[src/rtl/ula_arbiter.sv]
// ula_arbiter
//
// Shares one combinational 32-bit ULA between two requesters:
// the instruction datapath (port 0) and an auxiliary unit such as
// address or branch calculation (port 1).
//
// Requesters are arbitrated round-robin. The winner's opcode and operands
// are latched into registers that drive the ULA. The ULA result and zero
// flag are then registered and returned to the winner with a one-cycle
// ack pulse. Each operation takes IDLE -> EXEC -> RESP, so at most one
// operation completes every three cycles.
//
// Ports:
//   clock            system clock, rising edge
//   reset            synchronous, active-high reset
//   req0/op0/a0/b0   request, opcode and operands from requester 0
//   ack0             one-cycle pulse; res/zero valid for requester 0
//   req1/op1/a1/b1   request, opcode and operands from requester 1
//   ack1             one-cycle pulse; res/zero valid for requester 1
//   ula_a/ula_b      registered operands driving the ULA
//   ula_op           registered opcode driving the ULA
//   ula_s/ula_z      ULA result and zero flag
//   res/zero         captured result and zero flag
//   busy             high whenever the arbiter is not idle
//   grant            index of the most recently granted requester
module ula_arbiter #(
   parameter int WIDTH = 32,
   parameter int OPW   = 4
) (
   input  logic             clock,
   input  logic             reset,
   input  logic             req0,
   input  logic [OPW-1:0]   op0,
   input  logic [WIDTH-1:0] a0,
   input  logic [WIDTH-1:0] b0,
   output logic             ack0,
   input  logic             req1,
   input  logic [OPW-1:0]   op1,
   input  logic [WIDTH-1:0] a1,
   input  logic [WIDTH-1:0] b1,
   output logic             ack1,
   output logic [WIDTH-1:0] ula_a,
   output logic [WIDTH-1:0] ula_b,
   output logic [OPW-1:0]   ula_op,
   input  logic [WIDTH-1:0] ula_s,
   input  logic             ula_z,
   output logic [WIDTH-1:0] res,
   output logic             zero,
   output logic             busy,
   output logic             grant
);

   typedef enum logic [1:0] {
      IDLE = 2'd0,
      EXEC = 2'd1,
      RESP = 2'd2
   } state_t;

   state_t state;
   state_t state_next;
   logic   sel;   // requester chosen in IDLE
   logic   load;  // latch the chosen request on this edge

   // State register
   always_ff @(posedge clock) begin
      if (reset) begin
         state <= IDLE;
      end else begin
         state <= state_next;
      end
   end

   // Next-state and arbitration decision
   always_comb begin
      state_next = state;
      load       = 1'b0;
      sel        = grant;
      case (state)
         IDLE: begin
            // On a tie, the requester that was not served last wins.
            if (req0 && req1) begin
               sel = ~grant;
            end else if (req1) begin
               sel = 1'b1;
            end else begin
               sel = 1'b0;
            end
            if (req0 || req1) begin
               load       = 1'b1;
               state_next = EXEC;
            end
         end
         EXEC:    state_next = RESP;
         RESP:    state_next = IDLE;
         default: state_next = IDLE;
      endcase
   end

   // Operand latch, result capture and ack generation
   always_ff @(posedge clock) begin
      if (reset) begin
         ula_a  <= '0;
         ula_b  <= '0;
         ula_op <= '0;
         res    <= '0;
         zero   <= 1'b0;
         ack0   <= 1'b0;
         ack1   <= 1'b0;
         grant  <= 1'b1;  // lets requester 0 win the first tie
      end else begin
         ack0 <= 1'b0;
         ack1 <= 1'b0;
         if (load) begin
            ula_a  <= sel ? a1  : a0;
            ula_b  <= sel ? b1  : b0;
            ula_op <= sel ? op1 : op0;
            grant  <= sel;
         end
         // Capturing in EXEC makes the ack land in RESP, alongside valid res/zero.
         if (state == EXEC) begin
            res  <= ula_s;
            zero <= ula_z;
            ack0 <= ~grant;
            ack1 <= grant;
         end
      end
   end

   assign busy = (state != IDLE);

endmodule

[config.mk]
export PLATFORM = sky130hd
export DESIGN_NAME = ula_arbiter
export DESIGN_NICKNAME = d
export VERILOG_FILES = /design/src/rtl/ula_arbiter.sv
export SDC_FILE = /design/constraint.sdc
export NUM_CORES = 1
export LEC_CHECK = 0
export ABC_AREA = 1
export CAP_MARGIN = 5
export CORE_AREA = 3 3 108 110
export CTS_CLUSTER_DIAMETER = 150
export DETAILED_ROUTE_END_ITERATION = 10
export DIE_AREA = 0 0 111 113
export DONT_BUFFER_PORTS = 1
export GPL_TIMING_DRIVEN = 0
export PLACE_DENSITY = 0.68
export RECOVER_POWER = 50
export SLEW_MARGIN = 20
export SYNTH_ARGS = -nofsm -noshare
export SYNTH_HDL_FRONTEND = slang
export SYNTH_SLANG_ARGS = --single-unit
[constraint.sdc]
create_clock -name clock -period 1.29 [get_ports clock]
set_input_delay 0.129 -clock clock [delete_from_list [all_inputs] [get_ports clock]]
set_output_delay 0.129 -clock clock [all_outputs]
set_load 0.03 [all_outputs]
==> results.sh <==
export IMPL_synthCells=761
export IMPL_clock_sinks=106
export IMPL_cts_htree_levels=3
export IMPL_rows=38
export IMPL_grt_pass1_wl_um=32700
export IMPL_synth_seq_area_share=0.419
export IMPL_vias_per_cell=5.84
export IMPL_tns_ns=-3.03
export IMPL_grt_usage=0.324
export IMPL_layout_commonest_cell="nand3_1"
export IMPL_drt_iter0_drc=760
export IMPL_firstDrtPassIters=11
export IMPL_final_cell_count_no_fill=1109
export IMPL_ys_types=17
export IMPL_placed_cells=901
export IMPL_violations="DRC, setup timing"
export IMPL_synthesis_nets=934
export IMPL_nets=1136
export IMPL_antenna_found_initial=1
export IMPL_worstSetupPathType="register to register"
export IMPL_status="finished with violations"
export IMPL_r2r_end="ula_a[4]$_SDFFE_PP0P_"
export IMPL_finalWirelength_um=22700
export IMPL_detailed_place_hpwl_um=12000
export IMPL_yosysTopAreaCell="dfxtp_1"
export IMPL_finalCriticalPeriod_ns=1.41
export IMPL_min_period_over_period=1.09
export IMPL_gp_congestion=0.960
export IMPL_die_h_um=113
export IMPL_via_count=6479
export IMPL_drc=1
export IMPL_fp_dieArea_um2=12500
export IMPL_clkTransAtPathRegs_ns=0.11
export IMPL_cts_buffers=9
export IMPL_setup_viol=68
export IMPL_p_per_area_nw_per_um2=1170
export IMPL_hp_class="input pin to register"
export IMPL_worst_pin_slew_ns=0.524
export IMPL_clockBufferDepth=2
export IMPL_r2r_slack_ns=-0.12
export IMPL_timing_final_ws_setup_ns=-0.123
export IMPL_holdPathEnd="ula_a[24]$_SDFFE_PP0P_"
export IMPL_synth_area_per_cell_um2=6.66
export IMPL_drv_slew=0
export IMPL_drive_gt1_frac=0.204
export IMPL_synth_seq_cells=106
export IMPL_synth_top_cell_area_share=0.419
export IMPL_hold_slack_ns=0.0194
export IMPL_hold_start="a1[24]"
export IMPL_fmax_mhz=708
export IMPL_fillCellCount=660
export IMPL_most_common_layout_cells="nand3_1, dlygate4sd3_1, inv_1, dfxtp_1, nand3_2"
export IMPL_cap_violations=0
export IMPL_cp_max_fo=6
export IMPL_cp_required_ns=1.58
export IMPL_multiInputGateArea_um2=2700
export IMPL_cts_tree="built"
export IMPL_antenna_left=0
export IMPL_holdPathStages=4
export IMPL_synth_area_top_cells="dfxtp_1, nand3_1, inv_1"
export IMPL_p_leak_uw=0.00414
export IMPL_grt_max_degree=21
export IMPL_cp_end_kind="register"
export IMPL_start_kind="register"
export IMPL_peakVddDrop_mv=1.01
export IMPL_die_w_um=111
export IMPL_io_pins=278
export IMPL_cts_root_buffer="clkbuf_8"
export IMPL_start_util=0.470
export IMPL_power_total_uw=9710
export IMPL_reg2reg_depth=7
export IMPL_worstSkewPairLatency_ns=0.39
export IMPL_skew_ns=0.00932
export IMPL_area_growth_pct=63.7
export IMPL_cp_arrival_ns=1.70
export IMPL_final_seq_area_um2=2130
export IMPL_grt_pass1_vias=6381
export IMPL_synth_area_um2=5070
export IMPL_io_buffers=0
export IMPL_coreArea_um2=10800
export IMPL_wl_per_cell_um=20.5
export IMPL_maxSlewHeadroom=0.651
export IMPL_globalRouteOverflowTotal=0
export IMPL_rsz0062_at_grt="yes"
export IMPL_yosys_warnings=0
export IMPL_hold_violations=0
## worst max-delay path by stage
stage,startpoint,to,slack (ns),depth (start not counted)
6_report,register,ula_a[4]$_SDFFE_PP0P_,-0.12,7
5_1_grt,state[1]$_SDFFE_PP0P_,ula_a[4]$_SDFFE_PP0P_,-0.19,8
4_1_cts,state[0]$_SDFFE_PP0P_,ula_b[14]$_SDFFE_PP0P_,-0.04,8
3_5_place_dp,register,ula_b[29]$_SDFFE_PP0P_,-0.40,7
3_3_place_gp,register,ula_a[24]$_SDFFE_PP0P_,-0.34,7
2_1_floorplan,register,ula_a[0]$_SDFFE_PP0P_,0.002,7
## stage by stage
| stage | cell area, µm² | utilization | worst slack [ns] |
|---|---|---|---|
| after floorplan | 5070 | - | 0.00223 |
| after global placement | 5250 | 0.486 | -0.343 |
| after detailed placement | 5250 | 0.486 | -0.403 |
| after CTS | 7920 | 0.734 | -0.0428 |
| after global routing | 8300 | 0.769 | -0.195 |
| final | 8300 | 0.769 | -0.123 |
## power by group
part	total (µW)	internal, µW	leakage [µW]	switching, µW
clock	2260	954	0.000109	1300
sequential	4720	3650	0.000876	1070
combinational	2730	1260	0.00315	1470
## area by class of cell
class | instances | share of cell area
multi-input cells | 455 | 0.325
flip-flops and latches | 106 | 0.257
plain buffers | 54 | 0.0614
diodes | 1 | 0.000302
clock inverters | 7 | 0.0106
repair buffers | 196 | 0.245
well taps | 140 | 0.0211
inverters | 141 | 0.0647
clock buffers | 9 | 0.0149
## synth_stat cells (all sizes together)
| cell | n |
|---|---|
| nand3 | 274 |
| dfxtp | 106 |
| o21ai | 34 |
| nor3 | 2 |
| nand2 | 75 |
| buf | 27 |
| nor2 | 70 |
| inv | 141 |
| clkbuf | 32 |
## per-layer routing
layer	routed length, µm	up-vias	part of all wire	global-route usage
li1	-	2820	-	-
met5	0	-	0	0
met4	1700	0	0.075	0.204
met1	7640	2942	0.34	0.360
met2	10900	557	0.48	0.554
met3	2530	160	0.11	0.0829
## cells by family after synthesis
kind of cell    count (synthesis)  synth area share
simple gates                  421             0.385
compound gates                 34            0.0358
buf+inv                       200             0.160
flops                         106             0.419
## registers in the layout, indices dropped and copies added, names as in the netlist, named ones only
signal	cells
res	32
ula_a	32
ula_b	32
ula_op	4
state	2
ack0	1
ack1	1
zero	1
## worst max-delay path, stage by stage (launching register included)
cell	delay (ns)
dfxtp_4	0.51
nand2_4	0.10
nand3_4	0.15
buf_8	0.15
buf_16	0.13
nand3_2	0.08
nand3_1	0.09
nand2_1	0.08
## repair_timing
item / in CTS / in global routing
hold endpoints to repair: 104 / 0
hold buffers: 166 / 0
cloned: 6 / 1
pin swaps: 32 / 33
setup endpoints to repair: 104 / 97
buffers inserted: 23 / 1
gates resized for setup: 146 / 92
(Power assumes the default switching activity.)
